===== src/rtl/hack_io_hub_pkg.sv =====
// Shared constants for the Hack I/O hub: default addresses, register offsets, STATUS bit positions.
// Latency: n/a (constants and pure functions only).
// Backpressure: n/a.
package hack_io_hub_pkg;

   localparam int DEF_ADDR_KBD     = 'h6000;
   localparam int DEF_ADDR_IO_BASE = 'h6001;

   // STATUS register bit positions
   localparam int STATUS_EMPTY_BIT = 0;
   localparam int STATUS_OVF_BIT   = 1;
   localparam int STATUS_COUNT_LSB = 2;

   // Offsets from the I/O base; the GPIO output words occupy offsets 0..g-1
   function automatic int ofs_gpio_in(input int g);
      return g;
   endfunction

   function automatic int ofs_edge(input int g);
      return g + 1;
   endfunction

   function automatic int ofs_status(input int g);
      return g + 2;
   endfunction

endpackage


===== src/rtl/hack_io_fifo.sv =====
// Synchronous FIFO with push/pop, full/empty flags and an occupancy count.
// Latency: pushed data is visible at dout one clk after the push when the FIFO was empty.
// Backpressure: push on full is dropped unless a pop happens in the same clk; pop on empty is ignored.
module hack_io_fifo #(
   parameter int DEPTH = 8,
   parameter int WIDTH = 8
) (
   input  logic                     clk,
   input  logic                     reset_n,
   input  logic                     clear,
   input  logic                     push,
   input  logic                     pop,
   input  logic [WIDTH-1:0]         din,
   output logic [WIDTH-1:0]         dout,
   output logic                     full,
   output logic                     empty,
   output logic [$clog2(DEPTH):0]   count
);

   localparam int AW = $clog2(DEPTH);
   localparam logic [AW:0] FULL_CNT = (AW+1)'(DEPTH);

   logic [WIDTH-1:0] mem [DEPTH];
   logic [AW-1:0]    wr_ptr;
   logic [AW-1:0]    rd_ptr;
   logic [AW:0]      cnt;
   logic             do_push;
   logic             do_pop;

   assign full    = (cnt == FULL_CNT);
   assign empty   = (cnt == '0);
   assign count   = cnt;
   assign dout    = mem[rd_ptr];
   // A full FIFO still accepts a push when a pop frees the slot in the same clk
   assign do_pop  = pop && !empty;
   assign do_push = push && (!full || do_pop);

   // Storage array; clear only resets pointers, stale entries are never read
   always_ff @(posedge clk or negedge reset_n) begin
      if (!reset_n) begin
         for (int i = 0; i < DEPTH; i++) mem[i] <= '0;
      end else if (!clear && do_push) begin
         mem[wr_ptr] <= din;
      end
   end

   // Pointers and occupancy count
   always_ff @(posedge clk or negedge reset_n) begin
      if (!reset_n) begin
         wr_ptr <= '0;
         rd_ptr <= '0;
         cnt    <= '0;
      end else if (clear) begin
         wr_ptr <= '0;
         rd_ptr <= '0;
         cnt    <= '0;
      end else begin
         if (do_push) wr_ptr <= wr_ptr + AW'(1);
         if (do_pop)  rd_ptr <= rd_ptr + AW'(1);
         case ({do_push, do_pop})
            2'b10:   cnt <= cnt + (AW+1)'(1);
            2'b01:   cnt <= cnt - (AW+1)'(1);
            default: cnt <= cnt;
         endcase
      end
   end

endmodule


===== src/rtl/hack_io_hub.sv =====
// Memory-mapped Hack I/O: GPIO output words, synchronised GPIO inputs with sticky edges, keyboard FIFO.
// Latency: reads combinational; writes commit on the clk edge qualified by cpu_strobe.
// Backpressure: kbd_ready = FIFO not full; codes offered while full are dropped and flagged as overflow.
module hack_io_hub
   import hack_io_hub_pkg::*;
#(
   parameter int WORD_WIDTH     = 16,
   parameter int ADDRESS_WIDTH  = 15,
   parameter int GPIO_OUT_WORDS = 2,
   parameter int GPIO_IN_WIDTH  = 8,
   parameter int KBD_FIFO_DEPTH = 8,
   parameter int SYNC_STAGES    = 2,
   parameter int ADDR_KBD       = DEF_ADDR_KBD,
   parameter int ADDR_IO_BASE   = DEF_ADDR_IO_BASE
) (
   input  logic                                 clk,
   input  logic                                 reset_n,
   input  logic                                 hack_reset,
   input  logic                                 cpu_strobe,
   input  logic [ADDRESS_WIDTH-1:0]             addressM,
   input  logic                                 writeM,
   input  logic [WORD_WIDTH-1:0]                outM,
   output logic [WORD_WIDTH-1:0]                inM,
   output logic                                 hit,
   output logic [GPIO_OUT_WORDS*WORD_WIDTH-1:0] gpio_out,
   input  logic [GPIO_IN_WIDTH-1:0]             gpio_in,
   input  logic                                 kbd_valid,
   input  logic [7:0]                           kbd_code,
   output logic                                 kbd_ready,
   output logic                                 kbd_overflow
);

   localparam int G  = GPIO_OUT_WORDS;
   localparam int CW = $clog2(KBD_FIFO_DEPTH) + 1;

   int                      addr_i;
   int                      io_ofs;
   logic                    in_io;
   logic                    sel_kbd;
   logic [G-1:0]            sel_gpio;
   logic                    sel_in;
   logic                    sel_edge;
   logic                    sel_status;
   logic                    wr_en;

   logic [WORD_WIDTH-1:0]    gpio_q [G];
   logic [GPIO_IN_WIDTH-1:0] sync_q [SYNC_STAGES];
   logic [GPIO_IN_WIDTH-1:0] sync_out;
   logic [GPIO_IN_WIDTH-1:0] sync_d;
   logic [GPIO_IN_WIDTH-1:0] edge_q;
   logic [GPIO_IN_WIDTH-1:0] edge_clr;
   logic                     ovf_q;
   logic                     ovf_set;
   logic                     ovf_clr;

   logic                     kbd_pop;
   logic [7:0]               fifo_head;
   logic                     fifo_full;
   logic                     fifo_empty;
   logic [CW-1:0]            fifo_count;

   assign addr_i = int'(addressM);
   assign io_ofs = addr_i - ADDR_IO_BASE;
   assign wr_en  = cpu_strobe && writeM;

   // Address decode for the keyboard register and the contiguous I/O window
   always_comb begin
      sel_gpio   = '0;
      sel_kbd    = (addr_i == ADDR_KBD);
      in_io      = (addr_i >= ADDR_IO_BASE) && (addr_i <= ADDR_IO_BASE + ofs_status(G));
      for (int i = 0; i < G; i++) sel_gpio[i] = in_io && (io_ofs == i);
      sel_in     = in_io && (io_ofs == ofs_gpio_in(G));
      sel_edge   = in_io && (io_ofs == ofs_edge(G));
      sel_status = in_io && (io_ofs == ofs_status(G));
      hit        = sel_kbd || in_io;
   end

   assign kbd_pop  = wr_en && sel_kbd;
   // Full implies non-empty, so a concurrent pop always frees the slot
   assign ovf_set  = kbd_valid && fifo_full && !kbd_pop;
   assign ovf_clr  = wr_en && sel_status && outM[STATUS_OVF_BIT];
   assign edge_clr = (wr_en && sel_edge) ? outM[GPIO_IN_WIDTH-1:0] : '0;
   assign sync_out = sync_q[SYNC_STAGES-1];

   hack_io_fifo #(
      .DEPTH (KBD_FIFO_DEPTH),
      .WIDTH (8)
   ) u_fifo (
      .clk     (clk),
      .reset_n (reset_n),
      .clear   (hack_reset),
      .push    (kbd_valid),
      .pop     (kbd_pop),
      .din     (kbd_code),
      .dout    (fifo_head),
      .full    (fifo_full),
      .empty   (fifo_empty),
      .count   (fifo_count)
   );

   // Input synchroniser and edge-detect delay; survives the soft clear
   always_ff @(posedge clk or negedge reset_n) begin
      if (!reset_n) begin
         for (int i = 0; i < SYNC_STAGES; i++) sync_q[i] <= '0;
         sync_d <= '0;
      end else begin
         sync_q[0] <= gpio_in;
         for (int i = 1; i < SYNC_STAGES; i++) sync_q[i] <= sync_q[i-1];
         sync_d <= sync_out;
      end
   end

   // Software-visible registers; soft clear beats writes, flag sets beat flag clears
   always_ff @(posedge clk or negedge reset_n) begin
      if (!reset_n) begin
         for (int i = 0; i < G; i++) gpio_q[i] <= '0;
         edge_q <= '0;
         ovf_q  <= 1'b0;
      end else if (hack_reset) begin
         for (int i = 0; i < G; i++) gpio_q[i] <= '0;
         edge_q <= '0;
         ovf_q  <= 1'b0;
      end else begin
         for (int i = 0; i < G; i++) if (wr_en && sel_gpio[i]) gpio_q[i] <= outM;
         edge_q <= (edge_q & ~edge_clr) | (sync_out & ~sync_d);
         if (ovf_set)      ovf_q <= 1'b1;
         else if (ovf_clr) ovf_q <= 1'b0;
      end
   end

   // Read mux; unmapped addresses return zero
   always_comb begin
      inM = '0;
      if (sel_kbd && !fifo_empty) inM[7:0] = fifo_head;
      for (int i = 0; i < G; i++) if (sel_gpio[i]) inM = gpio_q[i];
      if (sel_in)   inM[GPIO_IN_WIDTH-1:0] = sync_out;
      if (sel_edge) inM[GPIO_IN_WIDTH-1:0] = edge_q;
      if (sel_status) begin
         inM[STATUS_EMPTY_BIT]           = fifo_empty;
         inM[STATUS_OVF_BIT]             = ovf_q;
         inM[STATUS_COUNT_LSB +: CW]     = fifo_count;
      end
   end

   // Flatten GPIO output words onto the output bus
   always_comb begin
      gpio_out = '0;
      for (int i = 0; i < G; i++) gpio_out[i*WORD_WIDTH +: WORD_WIDTH] = gpio_q[i];
   end

   assign kbd_ready    = !fifo_full;
   assign kbd_overflow = ovf_q;

endmodule


===== config.mk =====
export PLATFORM = sky130hd
export DESIGN_NAME = hack_io_hub
export DESIGN_NICKNAME = d
export VERILOG_FILES = /design/src/rtl/hack_io_hub_pkg.sv /design/src/rtl/hack_io_fifo.sv /design/src/rtl/hack_io_hub.sv
export SDC_FILE = /design/constraint.sdc
export NUM_CORES = 1
export LEC_CHECK = 0
export BUFFER_PORTS_ARGS = -buffer_cell sky130_fd_sc_hd__buf_2
export CORE_ASPECT_RATIO = 0.8
export CORE_MARGIN = 2
export CORE_UTILIZATION = 45
export DETAILED_ROUTE_END_ITERATION = 12
export HOLD_SLACK_MARGIN = 0.15
export PLACE_DENSITY = 0.72
export SYNTH_ARGS = -nofsm -noshare
export SYNTH_HDL_FRONTEND = slang
export SYNTH_HIERARCHICAL = 1
export SYNTH_SLANG_ARGS = --single-unit

===== constraint.sdc =====
create_clock -name clk -period 2.47 [get_ports clk]
set_clock_uncertainty 0.1 [all_clocks]
set_input_delay 0.1235 -clock clk [delete_from_list [all_inputs] [get_ports clk]]
set_output_delay 0.1235 -clock clk [all_outputs]
set_load 0.01 [all_outputs]

==> impl_metrics.ini <==
[logic_synthesis]
postSynth.asyncResetShare_pct = 100
yosys.cell_types.count = 66
yosysTopAreaCell = sky130_fd_sc_hd__dfrtp_1
synth-edff-count = 0
synthesis.area_per_instance_um2 = 12.0
syn_inst = 578
synth_sequential_area_ratio_pct = 50.1
yosys_warnings = 6
yosysTopAreaCellShare_pct = 50.1
yosys-top-cells-area = sky130_fd_sc_hd__dfrtp_1, sky130_fd_sc_hd__mux2_2, sky130_fd_sc_hd__mux4_2, sky130_fd_sc_hd__a21oi_1, sky130_fd_sc_hd__o21ai_0
syn_area_um2 = 6950
yosys_register_bits = 139
synthFlopType = sky130_fd_sc_hd__dfrtp_1
syn_nets = 636

[drt]
drc_errors = 0
detailedRoute.firstPassIterationCount = 6
routed_wl_um = 19900
detail_route.wl_per_cell_um = 20.5
drt_iter0_drc = 658
via_count = 5759
antenna_left = 0
vias_per_cell = 5.94

[power]
static-leakage-power_nw = 4.08
power_per_cell_area_nw_per_um2 = 654
power.total_mw = 5.96
ir_worst_vdd_v = 0.000510

[setup_path]
timing.critical_path.from = u_fifo/rd_ptr[0]$_DFFE_PN0P_
timing.critical_path.arrival_ns = 2.55
cp.required_ns = 2.25
worstReg2RegEnd = u_fifo/count[3]$_DFFE_PN0P_
critical_path.endpoint = inM[2]
r2r-start = u_fifo/count[0]$_DFFE_PN0P_
path_max_fanout = 5
r2r_cells = 8
worstSetupPathType = reg -> out
r2r_slack_ns = 0.24
worstSetupEndpointType = primary output
worstSetupStartpointType = flip-flop

[clock_network]
tritoncts = done
root_buffer = sky130_fd_sc_hd__clkbuf_16
cts_max_path_buffers = 2
ctsHtreeMaxLevel = 4
number_of_buffers_inserted_during_clock_tree_synthesis = 17
clock_sink_count = 139
insertion_delay_ns = 0.42
clock_transition_at_the_registers_of_the_reported_paths_ns = 0.06

[run]
cap_viol_max_count = 0

[placement]
dpl-instance-area_um2 = 8020
port_buffers = 103
gpl.final_weighted_congestion = 0.897
dp.final_hpwl_um = 13100

[global_routing]
globalRouteTotalUtil_pct = 25.2
grt_antenna_before_repair = 0
number_of_global_route_vias_before_repair = 5705
globalRoute.totalOverflow = 0
grt_start_max_net_pins = 83
wire_length_of_the_first_global_routing_pass_um = 31500

[final_layout]
area_growth_syn_to_layout_pct = 31.0
multi_input_area_um2 = 3350
n_antenna_cell = 0
final_layout_fill_cell_count = 1155
final_core_util_pct = 60.4
final-seq-area_um2 = 3480
drive_above_1_share_pct = 40.3
design_area_um2 = 9100
nets = 805

[worst_hold_path]
hold_class = in -> reg

[timing]
tcrit_tclk_final_pct = 112
tns_ns = -2.05
grt_setup_unrepaired = yes
worst-slew-pin-transition_ns = 0.791
achievable-frequency_mhz = 360
clock_period_minus_worst_slack_ns = 2.78
timing.final.ws_setup_ns = -0.308
relSlewSlack_pct = 47.3
final_hold_viol_count = 0
report.final.setup_viol = 8
timing.final.max_slew_violations = 0

[die]
design.portCount = 104
rows = 40
design.core.area_um2 = 15100
die-height_um = 115
initial_utilization_pct = 46.1
fp.dieW_um = 143
die-area_um2 = 16500

[status]
status = complete, but fails checks
violations = negative setup slack
## repair_timing
action,4_1_cts,5_1_grt
setup endpoints to repair,8,8
gates resized for setup,8,9
setup buffers,4,1
pin swaps,2,7
cloned,0,1
endpoints found under the hold margin,197,0
hold buffers,35,0
## cells in the final DEF, fill, tap and decap left out, drive strengths merged, types with 5 or more instances in the layout
| cell type | n |
|---|---|
| nand2b | 10 |
| a22o | 8 |
| a21oi | 47 |
| inv | 12 |
| a31oi | 6 |
| o21ai | 48 |
| mux2 | 73 |
| nor2 | 21 |
| buf | 154 |
| nand4b | 18 |
| dlygate4sd3 | 35 |
| nor4b | 5 |
| nor3 | 10 |
| nor4 | 6 |
| mux4 | 16 |
| mux2i | 11 |
| clkbuf | 20 |
| clkinv | 5 |
| nand2 | 22 |
| nand3 | 26 |
| dfrtp | 139 |
## flip-flops by register name (all words and copies together) (netlist names)
register and cells:
u_fifo/mem 64, gpio_out 32, edge_q 8, sync_d 8, sync_out 8, sync_q 8
u_fifo/count 4, u_fifo/rd_ptr 3, u_fifo/wr_ptr 3, kbd_overflow 1
## area by class of cell
cell class / count / area share (%)
sequential: 139 / 38.2
multi-input combinational: 392 / 36.8
timing repair buffer: 190 / 15.2
clock buffer: 19 / 4.87
tap: 210 / 2.89
clock inverter: 13 / 1.72
inverter: 7 / 0.289
## per-layer routing
layer	vias up	part of all wire, %	GRT usage, %
met4	0	1.9	7.79
met2	292	46	37.5
met1	2914	44	36.6
li1	2511	-	-
met3	42	7.7	6.54
met5	-	0	0
## synthesized netlist by cell type (8+ instances only)
cell                       instances
sky130_fd_sc_hd__a21oi_1          47
sky130_fd_sc_hd__o21ai_1           9
sky130_fd_sc_hd__nand3_1          25
sky130_fd_sc_hd__nor3_1            8
sky130_fd_sc_hd__o21ai_0          39
sky130_fd_sc_hd__a22o_1            8
sky130_fd_sc_hd__mux4_2           16
sky130_fd_sc_hd__nor2_1           20
sky130_fd_sc_hd__nand4b_1         16
sky130_fd_sc_hd__clkbuf_1         22
sky130_fd_sc_hd__dfrtp_1         139
sky130_fd_sc_hd__mux2_2           70
sky130_fd_sc_hd__nand2_1          21
sky130_fd_sc_hd__nand2b_1         10
sky130_fd_sc_hd__mux2i_1          11
## worst min-delay path by stage
stage,slack [ns],end,from,cells after the start
finish,0.17,u_fifo/count[3]$_DFFE_PN0P_,hack_reset,4
floorplan,-0.27,edge_q[0]$_DFF_PN0_,reset_n,0
global placement,0.12,sync_q[13]$_DFF_PN0_,reset_n,1
CTS,0.15,u_fifo/count[3]$_DFFE_PN0P_,hack_reset,4
detailed placement,0.13,sync_q[8]$_DFF_PN0_,reset_n,1
global route,0.20,u_fifo/count[3]$_DFFE_PN0P_,hack_reset,4
## cells by family (layout without fill, tap and decap cells)
family / Yosys count / count (layout) / share of synthesized area (%)
AND/OR/NAND/NOR: 146 / 146 / 14.8
flip-flops: 139 / 139 / 50.1
AO/OA/AOI/OAI: 134 / 134 / 11.5
multiplexers: 100 / 100 / 18.6
buffers and inverters: 47 / 229 / 3.12
XOR/XNOR: 7 / 7 / 0.882
adder cells (fa/ha/maj): 5 / 5 / 1.01
## report_power, final
group / switching, mW / internal, mW / leakage [nW]
logic: 0.360 / 0.404 / 1.97
clock network: 1.05 / 1.54 / 0.292
registers: 0.120 / 2.49 / 1.82
## worst max-delay path, cell delays in order, from the launching register on
cell                       delay, ns
sky130_fd_sc_hd__dfrtp_2        0.43
sky130_fd_sc_hd__buf_12         0.14
sky130_fd_sc_hd__mux4_2         0.50
sky130_fd_sc_hd__mux2_2         0.29
sky130_fd_sc_hd__a221o_1        0.33
sky130_fd_sc_hd__a31oi_2        0.17
sky130_fd_sc_hd__a221oi_2       0.11
sky130_fd_sc_hd__buf_2          0.15
## metrics by stage
stage | hold slack (ns) | worst slack (ns) | std cells
3_5_place_dp | 0.130 | -0.0153 | 898
3_3_place_gp | 0.121 | 0.0248 | 898
6_report | 0.167 | -0.308 | 970
5_1_grt | 0.204 | -0.414 | 970
2_1_floorplan | -0.272 | 0.0166 | 578
4_1_cts | 0.154 | -0.334 | 969
Note: power is estimated with default switching activity, not from simulation.
